===== config.mk =====
export PLATFORM = sky130hd
export DESIGN_NAME = div_unit
export DESIGN_NICKNAME = d
export VERILOG_FILES = /design/src/rtl/div_pkg.sv /design/src/rtl/div_unit.sv
export SDC_FILE = /design/constraint.sdc
export NUM_CORES = 1
export LEC_CHECK = 0
export BUFFER_PORTS_ARGS = -buffer_cell sky130_fd_sc_hd__buf_2
export CELL_PAD_IN_SITES_DETAIL_PLACEMENT = 0
export CELL_PAD_IN_SITES_GLOBAL_PLACEMENT = 1
export CORE_MARGIN = 5
export CORE_UTILIZATION = 40
export DETAILED_ROUTE_END_ITERATION = 10
export PLACE_DENSITY = 0.79
export SETUP_SLACK_MARGIN = 0.1
export SLEW_MARGIN = 20
export SYNTH_ARGS = -nofsm -noshare
export SYNTH_HDL_FRONTEND = slang
export SYNTH_SLANG_ARGS = --single-unit

===== constraint.sdc =====
create_clock -name clk -period 4.4 [get_ports clk]
set_clock_uncertainty 0.1 [all_clocks]
set_input_delay 1.32 -clock clk [delete_from_list [all_inputs] [get_ports clk]]
set_output_delay 1.32 -clock clk [all_outputs]
set_load 0.01 [all_outputs]

===== src/rtl/div_pkg.sv =====
// Shared types and constants for the iterative RV32M divider.
package div_pkg;

  localparam int XLEN_DEF = 32;

  localparam logic [2:0] F3_DIV  = 3'b100;
  localparam logic [2:0] F3_DIVU = 3'b101;
  localparam logic [2:0] F3_REM  = 3'b110;
  localparam logic [2:0] F3_REMU = 3'b111;

  typedef enum logic [1:0] {
    IDLE = 2'd0,
    CALC = 2'd1,
    FIX  = 2'd2,
    DONE = 2'd3
  } div_state_e;

endpackage


===== src/rtl/div_unit.sv =====
// Iterative restoring divider for DIV/DIVU/REM/REMU: one quotient bit per cycle,
// sign correction in a final FIX cycle, one-cycle shortcut for div-by-zero and overflow.
//
// state | meaning
// IDLE  | waiting for start
// CALC  | 32 restoring steps on magnitudes
// FIX   | apply signs, register result
// DONE  | one-cycle done pulse; may accept the next op
module div_unit
  import div_pkg::*;
#(
  parameter int XLEN = XLEN_DEF
) (
  input  logic            clk,
  input  logic            reset_n,
  input  logic            start,
  input  logic [2:0]      funct3,
  input  logic [XLEN-1:0] rs1_data,
  input  logic [XLEN-1:0] rs2_data,
  input  logic [4:0]      rd_addr,
  input  logic            flush,
  output logic            busy,
  output logic            done,
  output logic [XLEN-1:0] result,
  output logic [4:0]      wb_rd_addr
);

  localparam logic [XLEN-1:0] ALL_ONES = '1;
  localparam logic [XLEN-1:0] MIN_NEG  = {1'b1, {(XLEN-1){1'b0}}};

  div_state_e      state, state_nx;
  logic [5:0]      cnt;
  logic [XLEN-1:0] rem, quo, divs;
  logic [4:0]      rd_q;
  logic            op_rem, neg_q, neg_r;

  logic            in_signed, in_rem, accept, div_zero, ovf, special;
  logic [XLEN-1:0] special_res, dividend_mag, divisor_mag;
  logic [XLEN:0]   rem_sh;
  logic            ge;
  logic [XLEN-1:0] rem_nx, quo_nx, q_fix, r_fix, fix_res;

  always_comb begin
    in_signed    = (funct3 == F3_DIV) || (funct3 == F3_REM);
    in_rem       = (funct3 == F3_REM) || (funct3 == F3_REMU);
    accept       = start && !flush && ((state == IDLE) || (state == DONE));
    div_zero     = (rs2_data == '0);
    ovf          = in_signed && (rs1_data == MIN_NEG) && (rs2_data == ALL_ONES);
    special      = div_zero || ovf;
    if (div_zero) special_res = in_rem ? rs1_data : ALL_ONES;
    else          special_res = in_rem ? '0 : MIN_NEG;
    dividend_mag = (in_signed && rs1_data[XLEN-1]) ? -rs1_data : rs1_data;
    divisor_mag  = (in_signed && rs2_data[XLEN-1]) ? -rs2_data : rs2_data;
  end

  // The shifted partial remainder needs XLEN+1 bits; after a successful
  // subtract it is always below the divisor, so XLEN bits are stored.
  always_comb begin
    rem_sh  = {rem, quo[XLEN-1]};
    ge      = (rem_sh >= {1'b0, divs});
    rem_nx  = ge ? (rem_sh[XLEN-1:0] - divs) : rem_sh[XLEN-1:0];
    quo_nx  = {quo[XLEN-2:0], ge};
    q_fix   = neg_q ? -quo : quo;
    r_fix   = neg_r ? -rem : rem;
    fix_res = op_rem ? r_fix : q_fix;
  end

  always_comb begin
    state_nx = state;
    case (state)
      IDLE:    if (accept) state_nx = special ? DONE : CALC;
      CALC:    if (cnt == 6'd31) state_nx = FIX;
      FIX:     state_nx = DONE;
      DONE:    state_nx = accept ? (special ? DONE : CALC) : IDLE;
      default: state_nx = IDLE;
    endcase
    if (flush) state_nx = IDLE;
  end

  always_ff @(posedge clk or negedge reset_n) begin
    if (!reset_n) begin
      state      <= IDLE;
      cnt        <= '0;
      rem        <= '0;
      quo        <= '0;
      divs       <= '0;
      rd_q       <= '0;
      op_rem     <= 1'b0;
      neg_q      <= 1'b0;
      neg_r      <= 1'b0;
      result     <= '0;
      wb_rd_addr <= '0;
    end else begin
      state <= state_nx;
      if (accept) begin
        cnt    <= '0;
        rem    <= '0;
        quo    <= dividend_mag;
        divs   <= divisor_mag;
        rd_q   <= rd_addr;
        op_rem <= in_rem;
        neg_q  <= in_signed && (rs1_data[XLEN-1] ^ rs2_data[XLEN-1]);
        neg_r  <= in_signed && rs1_data[XLEN-1];
        if (special) begin
          result     <= special_res;
          wb_rd_addr <= rd_addr;
        end
      end else if ((state == CALC) && !flush) begin
        rem <= rem_nx;
        quo <= quo_nx;
        cnt <= cnt + 6'd1;
      end else if ((state == FIX) && !flush) begin
        result     <= fix_res;
        wb_rd_addr <= rd_q;
      end
    end
  end

  assign busy = (state == CALC) || (state == FIX);
  assign done = (state == DONE);

endmodule

==> results.sh <==
export IMPL_run_status="finished, final reports clean"
export IMPL_drt_initial_drc_count=923
export IMPL_numPortBuffers=114
export IMPL_chipHeight_um=178.1
export IMPL_syn_instance_count=1428
export IMPL_power_density_nw_per_um2=743.1
export IMPL_timing_final_hold_violations=0
export IMPL_synth_top_area_cell="dfrtp_1"
export IMPL_tritoncts="done"
export IMPL_worst_r2r_path_depth=12
export IMPL_worst_hold_endpoint="rd_q[4]"
export IMPL_clockBufferDepth=2
export IMPL_vias_in_the_first_global_route=10050
export IMPL_hpwl_um=25630
export IMPL_ys_flop_type="dfrtp_1"
export IMPL_worst_r2r_startpoint="rem[13]"
export IMPL_worst_ep_arrival_time_ps=4070
export IMPL_avgViaCountPerCell=5.616
export IMPL_cts_resized=0
export IMPL_critPathCaptureType="flip-flop"
export IMPL_final_util=0.4667
export IMPL_dieArea_um2=31720
export IMPL_cts_sinks=149
export IMPL_placedCellCount=1873
export IMPL_i_o_pin_cnt=115
export IMPL_hold_depth=2
export IMPL_period_share=0.8711
export IMPL_ys_seq_area_frac=0.3299
export IMPL_numCtsBuffers=17
export IMPL_ys_async_sr_fraction=1.000
export IMPL_power_leakage_nw=5.544
export IMPL_largest_net_degree_at_the_start_of_global_routing=64
export IMPL_drive_gt1_frac=0.1362
export IMPL_yosysTopAreaCellShare=0.3299
export IMPL_final_hold_worst_slack_ps=374.3
export IMPL_cts_clk_slew_worst_paths_ps=70
export IMPL_synth_cells_most_frequent="nand2_1 (211), dfrtp_1 (149), nor2_1 (123)"
export IMPL_fin_tns_setup_ps=0
export IMPL_final_net_count=1633
export IMPL_number_of_distinct_standard_cells_referenced_by_the_synthesized_netlist=69
export IMPL_synth_net_count=1547
export IMPL_number_of_antenna_violations_at_the_first_check_in_global_routing=0
export IMPL_timing_setup_critical_path_class="primary input to flip-flop"
export IMPL_tightest_slew_ps=1026
export IMPL_drc_errors=0
export IMPL_finish_cell_count_without_fillers=1905
export IMPL_synthTopCellsByArea="dfrtp_1 (33%), nand2_1 (7.0%), xnor2_1 (6.4%)"
export IMPL_routed_via_count=10700
export IMPL_holdCritStartpoint="rd_q[4]"
export IMPL_irDropWorstVdd_mv=0.3714
export IMPL_startpoint_type="primary input"
export IMPL_area_after_dpl_um2=12410
export IMPL_ff2ff_setup_slack_ps=930
export IMPL_post_drt_wl_per_cell_um=17.76
export IMPL_rr_endpoint="rem[31]"
export IMPL_final_max_slew_violation_count=0
export IMPL_mappedNetlistArea_um2=11300
export IMPL_drtAntennaViolNets=0
export IMPL_syn_area_per_cell_um2=7.915
export IMPL_cts_root_buffer_cell="clkbuf_16"
export IMPL_critPathRequiredTime_ps=4640
export IMPL_syn2layout_area_growth_pct=15.02
export IMPL_multi_input_comb_area_um2=7074
export IMPL_max_cap_violations=0
export IMPL_cts_htree_levels=4
export IMPL_min_path_type="flip-flop to flip-flop"
export IMPL_rsz0062_at_grt="false"
export IMPL_wl_um=33840
export IMPL_finalSetupViolations=0
export IMPL_postLayoutCellArea_um2=13000
export IMPL_grt_pass1_wl_um=54300
export IMPL_core_rowCount=61
export IMPL_post_route_min_period_ps=3833
export IMPL_worstSkewPairLatency_ps=430
export IMPL_first_pass_iters=5
export IMPL_filler_cell_count=2812
export IMPL_sequential_cell_area_um2=3730
export IMPL_fp_dieW_um=178.1
export IMPL_critPathMaxFanout=44
export IMPL_cts_hold_buffers_added=0
export IMPL_start_util=0.4057
export IMPL_overall_overflow_remaining_after_global_route=0
export IMPL_postSynthRegisterBits=149
export IMPL_yosys_warnings=0
export IMPL_finalWeightedCongestion=0.8838
export IMPL_synth_enable_flop_cells=0
export IMPL_n_antenna_cell=0
export IMPL_core_area_um2=27860
export IMPL_post_cts_buffers=0
export IMPL_yosys_cell_count_top_type="nand2_1"
export IMPL_max_clock_freq_mhz=260.9
export IMPL_slew_limit_headroom=0.3160
export IMPL_track_usage=0.2122
-- stage by stage --
stage               total power, mW  setup WS, ps
finish                        9.660         567.1
global route                  10.47         370.1
CTS                           9.675         526.2
global placement              8.071         190.4
floorplan                     6.583         655.1
detailed placement            8.147         92.62
-- how the worst max path moves through the flow --
stage                     cells after the start  slack [ps]         from             to
after CTS                                    13         530  rs2_data[7]     result[25]
after global routing                         13         370  rs2_data[7]     result[15]
after floorplan                               9         660  rs2_data[2]  wb_rd_addr[0]
after detailed placement                     13          90  rs2_data[7]     result[16]
final                                        13         570  rs2_data[7]     result[25]
after global placement                       13         190  rs2_data[7]      result[7]
-- cell families after synthesis --
logic type / Yosys count / share of synthesized area
XOR/XNOR: 152 / 0.1178
AO/OA/AOI/OAI: 444 / 0.2390
adder cells (fa/ha/maj): 43 / 0.04827
multiplexers: 15 / 0.01384
buffers and inverters: 140 / 0.04816
flip-flops: 149 / 0.3299
AND/OR/NAND/NOR: 485 / 0.2030
-- where the power goes --
part	internal (mW)	leakage (nW)	switching, mW	total, mW
sequential	1.98	1.82	0.815	2.79
clock	0.858	0.277	0.646	1.50
combinational	2.30	3.45	3.07	5.36
total	5.13	5.54	4.53	9.66
-- worst max-delay path: stages --
cell and delay (ps):
buf_2 130, or4_1 590, nor4_1 200, buf_4 170
nand4_1 200, nor4_2 240, buf_4 180, o21bai_1 150
inv_2 80, o21ai_4 320, buf_12 250, nor2_1 80
a31oi_1 150
-- final cells by class --
| class | instances | area share |
|---|---|---|
| multi-input cells | 1139 | 0.5442 |
| inverters | 58 | 0.01675 |
| clock buffers | 19 | 0.03407 |
| flip-flops and latches | 149 | 0.2869 |
| repair buffers | 149 | 0.07036 |
| well taps | 378 | 0.03638 |
| clock inverters | 13 | 0.01136 |
-- per-layer routing --
metal  share of wire  vias to the layer above  track usage
li1                -                     5258            -
met5               0                        -            0
met4           0.015                        0      0.04995
met1            0.48                     5113       0.3056
met2            0.46                      291       0.3356
met3           0.049                       37      0.03306
-- registers in the layout, summed over array words and instances (netlist names) --
signal      count
state           2
rem            32
neg_q           1
divs           32
result         32
cnt             6
neg_r           1
wb_rd_addr      5
op_rem          1
quo            32
rd_q            5
-- placed cells by master, fill, tap and decap left out, types with 6 or more instances in the layout --
cell / count
o21ai_1: 34
nand3_1: 20
o211ai_1: 35
a21o_1: 16
o21ai_0: 105
o41ai_1: 10
nand2_1: 209
o31ai_1: 35
nor2_1: 123
a21oi_1: 107
ha_1: 42
or4_1: 12
or3_1: 12
buf_2: 113
clkbuf_16: 17
nor3_1: 15
dfrtp_1: 148
nand2b_1: 9
and3_1: 8
buf_12: 6
buf_4: 29
nor4_1: 10
xnor2_1: 83
nor2b_1: 8
a211oi_1: 7
and2_1: 6
a31oi_1: 60
nand4_1: 18
inv_1: 56
mux2i_1: 10
xor2_1: 69
Power figures use the tool's default switching activity.
